<file path="src/rtl/pipe_ex_mdu.sv">
// Iterative EX-stage multiply/divide unit owning the architectural HI/LO registers.
// Runs mult/multu/div/divu in 32 iterations and stalls the front end while busy.
module pipe_ex_mdu #(
   parameter int WIDTH = 32,
   parameter int CNTW  = 5
) (
   input  logic             clock,
   input  logic             reset,
   input  logic             estart,
   input  logic [1:0]       eop,
   input  logic             emthi,
   input  logic             emtlo,
   input  logic [WIDTH-1:0] ea,
   input  logic [WIDTH-1:0] eb,
   output logic             estall,
   output logic [WIDTH-1:0] ehi,
   output logic [WIDTH-1:0] elo,
   output logic             ebusy
);

   typedef enum logic [1:0] {IDLE = 2'd0, RUN = 2'd1, DONE = 2'd2} state_t;

   localparam logic [WIDTH-1:0]   ONE_W  = {{(WIDTH-1){1'b0}}, 1'b1};
   localparam logic [2*WIDTH-1:0] ONE_2W = {{(2*WIDTH-1){1'b0}}, 1'b1};
   localparam logic [CNTW-1:0]    ONE_C  = {{(CNTW-1){1'b0}}, 1'b1};
   localparam logic [CNTW-1:0]    LAST_C = {CNTW{1'b1}};

   state_t             state;
   logic [WIDTH-1:0]   hi;
   logic [WIDTH-1:0]   lo;
   logic [CNTW-1:0]    cnt;
   logic [1:0]         op;
   logic               neg_q;
   logic               neg_r;
   logic               dz;
   logic [WIDTH-1:0]   bmag;
   logic [2*WIDTH-1:0] acc;

   logic [WIDTH:0]     madd;
   logic [WIDTH:0]     rsh;
   logic [WIDTH:0]     diff;
   logic [2*WIDTH-1:0] acc_next;
   logic [2*WIDTH-1:0] prod;
   logic [WIDTH-1:0]   res_hi;
   logic [WIDTH-1:0]   res_lo;

   function automatic logic [WIDTH-1:0] mag(input logic [WIDTH-1:0] v, input logic sgn);
      mag = (sgn && v[WIDTH-1]) ? (~v + ONE_W) : v;
   endfunction

   function automatic logic [WIDTH-1:0] neg_w(input logic [WIDTH-1:0] v, input logic en);
      neg_w = en ? (~v + ONE_W) : v;
   endfunction

   // One shift-add (multiply) or restoring shift-subtract (divide) step on acc.
   always_comb begin
      madd = {1'b0, acc[2*WIDTH-1:WIDTH]} + {1'b0, (acc[0] ? bmag : {WIDTH{1'b0}})};
      rsh  = acc[2*WIDTH-1:WIDTH-1];
      diff = rsh - {1'b0, bmag};
      if (op[1]) begin
         if (!diff[WIDTH]) begin
            acc_next = {diff[WIDTH-1:0], acc[WIDTH-2:0], 1'b1};
         end else begin
            acc_next = {rsh[WIDTH-1:0], acc[WIDTH-2:0], 1'b0};
         end
      end else begin
         acc_next = {madd, acc[WIDTH-1:1]};
      end
   end

   // Sign fix-up; with a zero divisor the remainder path already yields the dividend.
   always_comb begin
      prod = neg_q ? (~acc + ONE_2W) : acc;
      if (op[1]) begin
         res_hi = neg_w(acc[2*WIDTH-1:WIDTH], neg_r);
         res_lo = dz ? {WIDTH{1'b1}} : neg_w(acc[WIDTH-1:0], neg_q);
      end else begin
         res_hi = prod[2*WIDTH-1:WIDTH];
         res_lo = prod[WIDTH-1:0];
      end
   end

   always_comb begin
      estall = ~reset & (((state == IDLE) & estart) | (state == RUN));
      ebusy  = ~reset & (state != IDLE);
   end

   assign ehi = hi;
   assign elo = lo;

   // Control FSM, iteration datapath and HI/LO registers.
   always_ff @(posedge clock) begin
      if (reset) begin
         state <= IDLE;
         hi    <= {WIDTH{1'b0}};
         lo    <= {WIDTH{1'b0}};
         cnt   <= {CNTW{1'b0}};
         op    <= 2'b00;
         neg_q <= 1'b0;
         neg_r <= 1'b0;
         dz    <= 1'b0;
         bmag  <= {WIDTH{1'b0}};
         acc   <= {(2*WIDTH){1'b0}};
      end else begin
         case (state)
            IDLE: begin
               if (estart) begin
                  acc   <= {{WIDTH{1'b0}}, mag(ea, ~eop[0])};
                  bmag  <= mag(eb, ~eop[0]);
                  op    <= eop;
                  neg_q <= ~eop[0] & (ea[WIDTH-1] ^ eb[WIDTH-1]);
                  neg_r <= ~eop[0] & ea[WIDTH-1];
                  dz    <= (eb == {WIDTH{1'b0}});
                  cnt   <= {CNTW{1'b0}};
                  state <= RUN;
               end else begin
                  if (emthi) hi <= ea;
                  if (emtlo) lo <= ea;
               end
            end
            RUN: begin
               acc <= acc_next;
               cnt <= cnt + ONE_C;
               if (cnt == LAST_C) state <= DONE;
            end
            DONE: begin
               hi    <= res_hi;
               lo    <= res_lo;
               state <= IDLE;
            end
            default: state <= IDLE;
         endcase
      end
   end

endmodule

</file>
<file path="config.mk">
export PLATFORM = sky130hd
export DESIGN_NAME = pipe_ex_mdu
export DESIGN_NICKNAME = d
export VERILOG_FILES = /design/src/rtl/pipe_ex_mdu.sv
export SDC_FILE = /design/constraint.sdc
export NUM_CORES = 1
export LEC_CHECK = 0
export CAP_MARGIN = 10
export CORE_MARGIN = 5
export CORE_UTILIZATION = 41
export CTS_BUF_LIST = sky130_fd_sc_hd__clkbuf_8
export DETAILED_ROUTE_END_ITERATION = 10
export SYNTH_ARGS = -nofsm -noshare
export SYNTH_HDL_FRONTEND = slang
export SYNTH_SLANG_ARGS = --single-unit
export TNS_END_PERCENT = 10
</file>
<file path="constraint.sdc">
create_clock -name clock -period 5.8 [get_ports clock]
set_clock_uncertainty 0.05 [all_clocks]
set_input_delay 0.87 -clock clock [delete_from_list [all_inputs] [get_ports clock]]
set_output_delay 0.87 -clock clock [all_outputs]
set_load 0.1 [all_outputs]
</file>
==> impl.org, run 1 <==
** Status
- The flow ran to the end, and the final reports show no timing, DRC or antenna violations.

** Power
- VDD sags by at most roughly 0.17 mV.
- Static leakage power :: 5.89 nW
- In this run the power density over the cells is around 220 mW/mm².

** Critical path
- Along the worst path, the maximum fanout reaches 33.
- Setup slack of the worst register-to-register path :: around 1500 ps
- The worst setup path is captured at a flip-flop.
- STA classifies the critical path startpoint as a flip-flop.
- For the worst flop-to-flop path, the logic depth is 12.
- Data on the critical path arrives at its endpoint at roughly 4600 ps.
- Critical Path RT :: 6140 ps
- The worst register-to-register path begins at acc[31]$_SDFFE_PP0P_.
- The critical path is of the reg2reg type.
- Worst r2r dst :: acc[58]$_SDFFE_PP0P_
- First element of the critical path :: acc[31]$_SDFFE_PP0P_
- Last element of the critical path :: acc[58]$_SDFFE_PP0P_

** Hold path
- Hold/Removal Path Class :: reg2reg
- Beginning of the worst hold path :: elo[9]$_SDFFE_PP0P_

** Clock tree
- Clock-pin slew was measured on the worst setup and hold paths at roughly 110 ps.
- Gates resized during post-CTS repair numbered 0.
- Clock tree synthesis inserted a total of 17 buffers.
- Clk root buf :: sky130_fd_sc_hd__clkbuf_8
- TritonCTS built the clock tree.
- Post-cts hold buffer count :: 0
- The H-tree generated during clock tree synthesis spans 4 levels.
- # clock sinks :: roughly 170
- The later pin in the worst-skew pair is clocked with a latency of between 500 and 600 ps.
- Number of setup buffers added after CTS :: 0
- No sink is reached through more buffers than the 2 on the longest clock path.

** Placed design
- Final weighted congestion in routability-driven placement :: just over 0.9
- Detailed placement ended at an HPWL of just under 40000 µm.
- Total of buffers placed on input and output ports :: ~140

** Timing
- Max frequency :: ~0.24 GHz
- The count of endpoints failing hold in the final timing report came to 0.
- For the finished layout, the period the worst path requires is 4250 ps.
- Headroom to the max-slew limit :: 0.250
- Setup repair after global routing left no endpoint under its margin.
- For the pin with the worst max-slew slack, the measured transition is ~1100 ps.
- The final max-slew violation count came to 0.
- Total negative setup slack :: 0 ps
- Share of the clock period used by the worst path after layout :: 0.733
- Setup violations remaining at the end of the flow were counted as 0.

** Layout
- Commonest non-fill, non-tap cells in the layout :: 200 x sky130_fd_sc_hd__nor2_1, 170 x sky130_fd_sc_hd__dfxtp_1, 162 x sky130_fd_sc_hd__a21oi_1
- 0 antenna diodes ended up in the layout.
- Most common cell after layout, fill and taps aside :: sky130_fd_sc_hd__nor2_1
- In the final layout, the share of cells above drive strength 1 is 0.0459.
- Relative to the synthesized area, the layout overhead comes to 14.6%.
- Final #Nets :: approximately 2000
- Fillers :: between 3000 and 4000
- Final core occ :: 0.475

** Drt
- Per-cell via count in the routed design :: between 6 and 7
- After the first detailed-routing iteration, the DRC count stood at around 1100.
- WL per Instance :: around 22 µm
- In the routed design, unresolved DRC markers number 0.
- Final ANT Viol Nets :: 0
- For this run, the detailed router's first-pass iteration total came to 6.
- WL final :: ~50000 µm
- The routed layout has around 14000 vias.

** Logic synthesis
- The number of different library cells used by synthesis comes to a little under 80.
- For this run, the leading register cell type out of synthesis is sky130_fd_sc_hd__dfxtp_1.
- Cells after Synth :: between 1500 and 2000
- Post-synthesis register bit count :: around 170
- Number of synthesis warnings :: 0
- Of the synthesized area, sequential elements account for 0.247.
- The mapped netlist covers approximately 0.014 mm².
- The synthesized design contains 0 enable-type register cells.
- Post-synthesis async set-or-reset flop share :: 0
- Net Count, Synth :: 1977
- Post-Synthesis Mean Instance Area :: ~7.6 µm²

** Floorplan
- The initialized floorplan defines 67 standard-cell rows.
- During I/O placement, the number of pins put on the boundary was 137.
- The floorplan step defined a die boundary enclosing approximately 0.038 mm².
- Die outline width :: slightly below 200 µm
- For this configuration, the core starts out at a cell density of 0.415.
- Overall die height :: approximately 190 µm
- Core Region :: 0.0334 mm²

** Global routing
- The via count of the first global-routing pass was 13422.
- Global-route wire length before repair :: about 79000 µm
- Total global-route track usage :: 0.259
- GRT Residual Overflow :: 0
- The initial antenna violation count is 0.
- Entering global routing, the biggest net connects 81 pins.

** Run
- Number of max-capacitance violations reported :: 0
-- Yosys cell counts, types with 29 or more instances --
| library cell | count | area share |
|---|---|---|
| sky130_fd_sc_hd__o21ai_0 | 121 | 0.044 |
| sky130_fd_sc_hd__o221ai_1 | 29 | 0.018 |
| sky130_fd_sc_hd__ha_1 | 70 | 0.063 |
| sky130_fd_sc_hd__a21o_1 | 29 | 0.016 |
| sky130_fd_sc_hd__a21oi_1 | 162 | 0.058 |
| sky130_fd_sc_hd__mux2i_1 | 60 | 0.043 |
| sky130_fd_sc_hd__xor2_1 | 69 | 0.044 |
| sky130_fd_sc_hd__xnor2_1 | 90 | 0.057 |
| sky130_fd_sc_hd__nor2_1 | 201 | 0.054 |
| sky130_fd_sc_hd__a211oi_1 | 109 | 0.059 |
| sky130_fd_sc_hd__nor3_1 | 37 | 0.013 |
| sky130_fd_sc_hd__nand2_1 | 139 | 0.038 |
| sky130_fd_sc_hd__dfxtp_1 | 171 | 0.25 |
| sky130_fd_sc_hd__clkbuf_1 | 103 | 0.028 |
| sky130_fd_sc_hd__inv_1 | 67 | 0.018 |
-- worst min path at each step --
| stage | depth (start not counted) | slack, ps | to |
|---|---|---|---|
| CTS | 2 | 410 | elo[9]$_SDFFE_PP0P_ |
| global placement | 2 | 390 | elo[9]$_SDFFE_PP0P_ |
| detailed placement | 2 | 400 | elo[9]$_SDFFE_PP0P_ |
| finish | 2 | 410 | elo[9]$_SDFFE_PP0P_ |
| floorplan | 2 | 380 | bmag[20]$_SDFFE_PP0P_ |
| global route | 2 | 430 | elo[3]$_SDFFE_PP0P_ |
-- cells by family (layout without fill, tap and decap cells) --
logic type | Yosys count | count (layout) | share of synthesized area
AOI/OAI and AO/OA | 631 | 631 | 0.302
muxes | 60 | 60 | 0.0433
and+or+nand+nor | 551 | 551 | 0.189
DFF | 171 | 171 | 0.247
buffers and inverters | 190 | 253 | 0.0529
adders and majority gates | 72 | 72 | 0.0660
xor gates and xnor gates | 159 | 159 | 0.100
-- per-stage QoR --
stage          cells  total power [W]  setup WS, ps  area (µm²)  hold slack, ps
2_1_floorplan   1834          0.00224          2080       13900             382
3_3_place_gp    2313          0.00261          1770       15500             389
3_5_place_dp    2313          0.00261          1690       15500             395
4_1_cts         2345          0.00350          1630       15900             409
5_1_grt         2345          0.00366          1330       15900             429
6_report        2345          0.00351          1550       15900             410
-- flip-flops by register name, summed over array words and instances (netlist names) --
name   cells
ehi       32
bmag      32
neg_q      1
neg_r      1
dz         1
op         1
elo       32
cnt        5
state      2
acc       64
-- layout make-up --
| class | count | area (µm²) | share of cell area |
|---|---|---|---|
| clock inverter | 15 | 174 | 0.0109 |
| timing repair buffer | 153 | 1500 | 0.0941 |
| tap | 448 | 561 | 0.0353 |
| inverter | 68 | 255 | 0.0161 |
| multi-input combinational | 1473 | 9750 | 0.613 |
| sequential | 171 | 3420 | 0.215 |
| clock buffer | 17 | 234 | 0.0147 |
-- where the power goes --
| group | total (W) | internal, W | switching (W) |
|---|---|---|---|
| clock network | 0.000904 | 0.000328 | 0.000575 |
| registers | 0.00135 | 0.00125 | 0.000104 |
| logic | 0.00125 | 0.000443 | 0.000810 |
-- worst max-delay path: stages (launching register included) --
cell and delay [ps]:
sky130_fd_sc_hd__dfxtp_1 490, sky130_fd_sc_hd__inv_1 90, sky130_fd_sc_hd__ha_1 230, sky130_fd_sc_hd__fa_1 420
sky130_fd_sc_hd__nand2b_1 180, sky130_fd_sc_hd__a21oi_1 250, sky130_fd_sc_hd__o21ai_0 300, sky130_fd_sc_hd__a31oi_1 470
sky130_fd_sc_hd__a211oi_1 190, sky130_fd_sc_hd__a311oi_4 620, sky130_fd_sc_hd__buf_12 320, sky130_fd_sc_hd__a311oi_1 130
sky130_fd_sc_hd__a2111oi_1 380
-- metal layers --
metal | GRT usage | part of all wire | vias up
met5 | 0 | 0 | -
met4 | 0.0977 | 0.038 | 0
met3 | 0.0365 | 0.073 | 92
met2 | 0.419 | 0.45 | 682
met1 | 0.352 | 0.44 | 6768
li1 | - | - | 6864
Note: power is estimated with default switching activity, not from simulation.
==> inputs of run 2 (changes only) <==
Clock period 5.8 ns to 4.27 ns, I/O delays scaled along.
==> run 2 against run 1 <==
Against the previous run:
- worst setup slack got worse by 1100 ps
- routed wire length increased by 2.3%
- first-iteration DRC count is 6.7% higher
- core utilization rose by 0.85 points
- critical path depth is the same
- maximum frequency grew 12%
- combinational power rose by 40%
- final cell count is 1.3% higher
- non-clock buffer count increased by 30
- die area unchanged
- register-to-register slack worse by 1100 ps
- count of clock-buffer cells in the layout grew 1
- critical endpoint is now acc[62]$_SDFFE_PP0P_
- largest cell class unchanged
- largest power group unchanged
==> impl.org, run 2 (synthesis results as in run 1) <==
** Status
- Run status :: finished, final reports clean

** Hold path
- Beginning of the worst hold path :: elo[0]$_SDFFE_PP0P_
- For hold timing, the worst endpoint is elo[0]$_SDFFE_PP0P_.
- Hold/Removal Path Class :: reg2reg
- Along the worst hold path, the cell count comes to 2.

** Clock tree
- In this run the deepest clock path goes through 2 buffers.
- Post-cts hold buffer count :: 0
- Cts bufs inserted :: 17
- Post-CTS timing repair inserted 0 buffers for setup.
- # clock sinks :: approximately 170
- The tree is rooted in a sky130_fd_sc_hd__clkbuf_8.
- Clock-pin slew was measured on the worst setup and hold paths at around 110 ps.
- The number of gates resized after CTS was 0.
- TritonCTS built the clock tree.
- CTS built an H-tree with a depth of 4.
- Skew-Pair Late Insertion Delay :: around 520 ps

** Floorplan
- Std-Cell Rows :: between 60 and 70
- Ports placed on the boundary :: between 100 and 150
- For this configuration, the core starts out at a cell density of 0.415.
- Core Region :: roughly 0.033 mm²
- Overall die height :: about 190 µm
- The die covers 0.0376 mm².
- Measured along the x axis, the die boundary spans 194 µm.

** Global routing
- For this run, global-route usage on met3 was measured as 0.0454.
- The total overflow left after global routing is 0.
- Across every metal layer, demand over resource in global routing totals 0.265.
- After global routing, the most crowded layer is met2.
- Pin count of the biggest net entering global routing :: 94
- In the global route stage, met1 resource usage came out at 0.356.
- Global routing usage on met2 :: 0.427
- Initial antenna violation count :: 1
- The via count of the first global-routing pass came to approximately 14000.
- Global-route wire length before repair :: ~80000 µm

** Timing
- The count of endpoints failing hold in the final timing report came to 0.
- Setup violations remaining at the end of the flow were counted as 0.
- Headroom to the max-slew limit :: 0.282
- Max frequency :: roughly 0.26 GHz
- For the final routed database, the setup TNS stands at 0 ps.
- Min Tclk post-route :: about 3800 ps
- Share of the clock period used by the worst path after layout :: 0.893
- Unrepaired setup endpoints after global routing :: no
- The final max-slew violation count was 0.
- Actual transition at the worst max-transition pin :: between 1000 and 1500 ps

** Drt
- In the routed design, unresolved DRC markers number 0.
- After detailed routing, the number of vias per cell comes to roughly 6.1.
- The first TritonRoute pass finished after 6 iterations.
- The routed layout has 14571 vias.
- Starting DRT DRC Count :: around 1200
- WL per Instance :: about 22 µm
- The detail route stage leaves a number of antenna-violating nets equal to 0.
- WL final :: 52200 µm

** Placed design
- Final weighted congestion in routability-driven placement :: 0.972
- Detailed placement HPWL :: slightly below 40000 µm
- Placed instance count :: about 2300
- During placement, the flow inserted port buffers numbering ~140.

** Critical path
- The critical path in this run is classified as reg2reg.
- The worst setup path is launched from a flip-flop.
- STA classifies the critical path endpoint as a flip-flop.
- Worst r2r dst :: acc[62]$_SDFFE_PP0P_
- For the worst setup path, the data required time is between 4000 and 5000 ps.
- Setup slack on the worst reg-to-reg path comes out at between 400 and 500 ps.
- For the worst flop-to-flop path, the logic depth is 12.
- Maximum net fanout on the critical path :: 10
- Data arrival time at the worst-slack endpoint :: a little over 4000 ps
- Launch instance of the worst register-to-register path :: acc[32]$_SDFFE_PP0P_

** Layout
- The library cell used most frequently in the layout, excluding fill and tap cells, is sky130_fd_sc_hd__nor2_1.
- The area growth from synthesis to layout is 16.6%.
- Fill cells in the final layout number about 3300.
- acc holds more flip-flops than any other register.
- Number of cells in the finished layout apart from fillers :: 2376
- The register with the most flip-flops in the layout has 64 of them.
- In the layout the commonest cells are 200 x sky130_fd_sc_hd__nor2_1, 170 x sky130_fd_sc_hd__dfxtp_1, 162 x sky130_fd_sc_hd__a21oi_1.
- The final layout contains 2057 nets.
- Layout cell share with drive strength beyond 1 :: 0.0612

** Power
- The analysis attributes to cell leakage a power of approximately 6.1 nW.
- Power density cells :: 305 mW/mm²
- Total power :: 0.00493 W
- IR analysis of the VDD net gives a maximum drop of about 0.22 mV.

** Run
- The tool flagged a number of max-cap violations equal to 0.
==> run 2: how the worst max path moves through the flow <==
stage / from / to / depth (start not counted)
floorplan: acc[0]$_SDFFE_PP0P_ / acc[62]$_SDFFE_PP0P_ / 13
global placement: acc[32]$_SDFFE_PP0P_ / acc[62]$_SDFFE_PP0P_ / 12
detailed placement: acc[32]$_SDFFE_PP0P_ / acc[62]$_SDFFE_PP0P_ / 12
CTS: acc[32]$_SDFFE_PP0P_ / acc[62]$_SDFFE_PP0P_ / 12
global route: acc[32]$_SDFFE_PP0P_ / acc[62]$_SDFFE_PP0P_ / 12
finish: acc[32]$_SDFFE_PP0P_ / acc[62]$_SDFFE_PP0P_ / 12
==> run 2: worst max-delay path: stages (launching register included) <==
cell                        delay [ps]
sky130_fd_sc_hd__dfxtp_1           520
sky130_fd_sc_hd__inv_1             160
sky130_fd_sc_hd__fa_1              450
sky130_fd_sc_hd__nand2b_1          190
sky130_fd_sc_hd__a21oi_1           260
sky130_fd_sc_hd__o21ai_0           260
sky130_fd_sc_hd__a31o_2            330
sky130_fd_sc_hd__o31ai_1           450
sky130_fd_sc_hd__a311oi_4          190
sky130_fd_sc_hd__buf_4             230
sky130_fd_sc_hd__nor4b_1           150
sky130_fd_sc_hd__a2111oi_0         280
sky130_fd_sc_hd__o211ai_1          140
==> run 2: final cells by class <==
class                   count  area, µm²  share of cell area
inverters                  68        255              0.0158
repair buffers            183       1730               0.107
clock buffers              18        248              0.0153
diodes                      1       2.50            0.000155
well taps                 448        561              0.0346
flip-flops and latches    171       3420               0.212
clock inverters            14        205              0.0127
multi-input cells        1473       9750               0.603
==> run 2: report_power, final <==
part | total, W | internal (W) | switching, W
clock | 0.00136 | 0.000620 | 0.000739
combinational | 0.00175 | 0.000620 | 0.00113
sequential | 0.00182 | 0.00170 | 0.000122
total | 0.00493 | 0.00294 | 0.00199
==> run 2: per-layer routing <==
layer  vias up  wire (µm)
met5         -          0
met3        81       3810
met2       633      23400
met1      6933      23000
li1       6924          -
met4         0       2000
==> run 2: per-stage QoR <==
stage | setup WS, ps | hold WS, ps | cell area [µm²] | utilization
2_1_floorplan | 919 | 382 | 13900 | -
3_3_place_gp | 562 | 391 | 15700 | 0.470
3_5_place_dp | 502 | 399 | 15700 | 0.470
4_1_cts | 468 | 414 | 16200 | 0.484
5_1_grt | 162 | 422 | 16200 | 0.484
6_report | 458 | 408 | 16200 | 0.484
==> inputs of run 3 (changes only) <==
Settings changed: HOLD_SLACK_MARGIN set to 0.08, PLACE_DENSITY set to 0.65.
Clock period 4.27 ns to 4.5 ns, I/O delays scaled along.
==> run 3 against run 2 <==
Against the previous run:
- sequential cell count did not move
- die area stayed put
- via count down 0.84%
- critical path depth is the same
- core utilization down 0.43 points
- power down 7.3%
- worst setup slack better by 98 ps
- combinational power decreased by 7%
- first-iteration DRC count decreased by 5.9%
- critical path type unchanged
- highest routed layer is now met5
==> impl.org, run 3 (synthesis results as in run 1) <==
** Timing
- Derived from the worst setup path, the maximum achievable clock frequency is roughly 0.25 GHz.
- Adding up every negative setup slack in the final design gives 0 ps.
- Setup violations remaining at the end of the flow were counted as 0.
- The count of endpoints failing hold in the final timing report is 0.
- Worst hold margin :: 411 ps
- The worst path needs between 3000 and 4000 ps of the cycle, external delays included.
- In this run the tightest slew margin relative to its limit is 0.236.
- Count of pins over their slew limit :: 0
- Actual transition at the worst max-transition pin :: roughly 1100 ps
- Unrepaired setup endpoints after global routing :: no
- Share of the clock period used by the worst path after layout :: 0.876

** Critical path
- Crit end category :: flip-flop
- STA puts the critical path data arrival time at 4250 ps.
- The worst setup path is launched from a flip-flop.
- Along the worst path, the maximum fanout reaches 13.
- The worst setup path is of the reg2reg kind.
- In this run the critical register-to-register path is launched from acc[0]$_SDFFE_PP0P_.
- The critical path starts at acc[0]$_SDFFE_PP0P_.
- Critical Path RT :: approximately 4800 ps

** Power
- For this design the static power due to leakage is 5.98 nW.
- Power spread over the standard cell area amounts to between 200 and 300 mW/mm².
- Worst vdd rail ir drop :: ~0.2 mV

** Run
- Number of max-capacitance violations reported :: 0

** Floorplan
- The floorplan has between 60 and 70 rows.
- Ports placed on the boundary :: approximately 140
- Floorplan die area :: 0.0376 mm²
- The floorplan step set the die width to around 190 µm.
- The total area inside the core boundary comes to between 0.03 and 0.04 mm².
- The initial utilization of the core area, before any placement, comes to 0.415.
- Overall die height :: between 150 and 200 µm

** Layout
- The multi-input combinational cells in the finished layout cover a total of between 0.009 and 0.01 mm².
- Fill cells in the final layout number ~3300.
- Layout cell share with drive strength beyond 1 :: 0.0538
- Register bank with the most flops :: acc
- Area added between synthesis and finish :: 15.6%
- Commonest non-fill, non-tap cells in the layout :: 200 x sky130_fd_sc_hd__nor2_1, 170 x sky130_fd_sc_hd__dfxtp_1, 162 x sky130_fd_sc_hd__a21oi_1
- In the final design database the tool counted between 2000 and 2500 nets.
- Number of antenna cells inserted :: 0
- After routing the design area is around 0.016 mm².
- Register Area :: around 0.0034 mm²
- Leaving out fill and tap cells, the most frequent cell in the layout is sky130_fd_sc_hd__nor2_1.
- Largest register FFs :: 64

** Status
- The run finished with clean final reports.

** Global routing
- Pin count of the biggest net entering global routing :: between 80 and 90
- GRT Residual Overflow :: 0
- Initial antenna violation count :: 1
- Global-route wire length before repair :: approximately 78000 µm
- For this run, the total global-route usage over all layers was measured as 0.256.
- Number of global-route vias before repair :: approximately 13000

** Hold path
- Beginning of the worst hold path :: elo[3]$_SDFFE_PP0P_
- In this run the worst hold path is classified as reg2reg.

** Clock tree
- Number of setup buffers added after CTS :: 0
- In this run, CTS created clock tree buffers numbering 17.
- Maximum level of the CTS H-tree :: 4
- # clock sinks :: around 170
- Buffers from clock root to sink, at most :: 2
- Clk root buf :: sky130_fd_sc_hd__clkbuf_8
- After clock tree synthesis, the clock-pin slew on the worst setup and hold paths is ~110 ps.
- For this design, the CTS-stage hold fixing added 0 buffers.
- TritonCTS built the clock tree.
- Post-CTS repair changed the size of 0 cells.
- At the later pin of the worst-skew pair, clock insertion delay measures roughly 500 ps.

** Drt
- Pre-Repair DR Iteration Count :: 5
- Post-route DRC violation count :: 0
- After detailed routing, the average wire length per cell comes to between 20 and 25 µm.
- In this run the remaining antenna-violating nets after routing total 0.
- The detailed router placed 14449 vias in this run.
- WL final :: between 50000 and 60000 µm
- Dividing the detail-routed via count by the number of cells gives about 6.
- The first routing iteration left 1145 violations.

** Placed design
- Summed over all nets, the half-perimeter wirelength after detailed placement is 38700 µm.
- At the end of routability-driven placement, the weighted congestion stood at 0.978.
- Total of buffers placed on input and output ports :: between 100 and 150
- Placed Instance Area :: roughly 0.016 mm²
[run 3: cell count changes in the layout (fill, tap and decap cells not counted), moves of 2 or more]
cell                         previous run  this run
sky130_fd_sc_hd__buf_4                 48        33
sky130_fd_sc_hd__inv_8                  2         5
sky130_fd_sc_hd__bufinv_16              3         1
sky130_fd_sc_hd__clkinv_4               2         0
sky130_fd_sc_hd__clkinvlp_4             1         3
sky130_fd_sc_hd__inv_6                  4         2
[run 3: worst max-delay path, stage by stage (launching register included)]
cell	delay [ps]
sky130_fd_sc_hd__dfxtp_1	470
sky130_fd_sc_hd__inv_1	260
sky130_fd_sc_hd__nor2_1	170
sky130_fd_sc_hd__ha_1	310
sky130_fd_sc_hd__a2111oi_1	610
sky130_fd_sc_hd__o21ai_0	360
sky130_fd_sc_hd__a211oi_1	300
sky130_fd_sc_hd__a211oi_1	160
sky130_fd_sc_hd__o41a_1	430
sky130_fd_sc_hd__nand2_1	70
sky130_fd_sc_hd__a21oi_1	60
sky130_fd_sc_hd__a2111oi_0	370
sky130_fd_sc_hd__o211ai_1	150
[run 3: layout make-up]
class,instances,area share
multi-input combinational,1473,0.608
timing repair buffer,169,0.102
clock buffer,17,0.0146
sequential,171,0.214
inverter,68,0.0159
tap,448,0.0350
clock inverter,15,0.0112
[run 3: through the flow]
stage	power (W)	std cells	utilization	setup slack, ps
floorplan	0.00288	1834	-	1150
global placement	0.00336	2329	0.467	588
detailed placement	0.00338	2329	0.467	567
CTS	0.00456	2361	0.479	570
global route	0.00477	2361	0.479	246
finish	0.00457	2361	0.479	557
[run 3: final timing paths]
| check | to | slack [ps] | cells after the start |
|---|---|---|---|
| worst max register to register | acc[62]$_SDFFE_PP0P_ | 560 | 12 |
| worst min register to register | elo[3]$_SDFFE_PP0P_ | 410 | 2 |
| worst max-delay path | acc[62]$_SDFFE_PP0P_ | 560 | 12 |
| worst min-delay path | elo[3]$_SDFFE_PP0P_ | 410 | 2 |
[run 3: layer usage]
metal,track usage,wire [µm]
met5,0,8
met4,0.106,2200
met3,0.0513,3940
met2,0.402,22400
met1,0.346,22300
[run 3: power by group]
part	internal (W)	switching (W)	leakage [nW]	total [W]
registers	0.00161	0.000125	1.40	0.00174
clock network	0.000471	0.000729	0.201	0.00120
logic	0.000581	0.00105	4.38	0.00163
total	0.00266	0.00191	5.98	0.00457
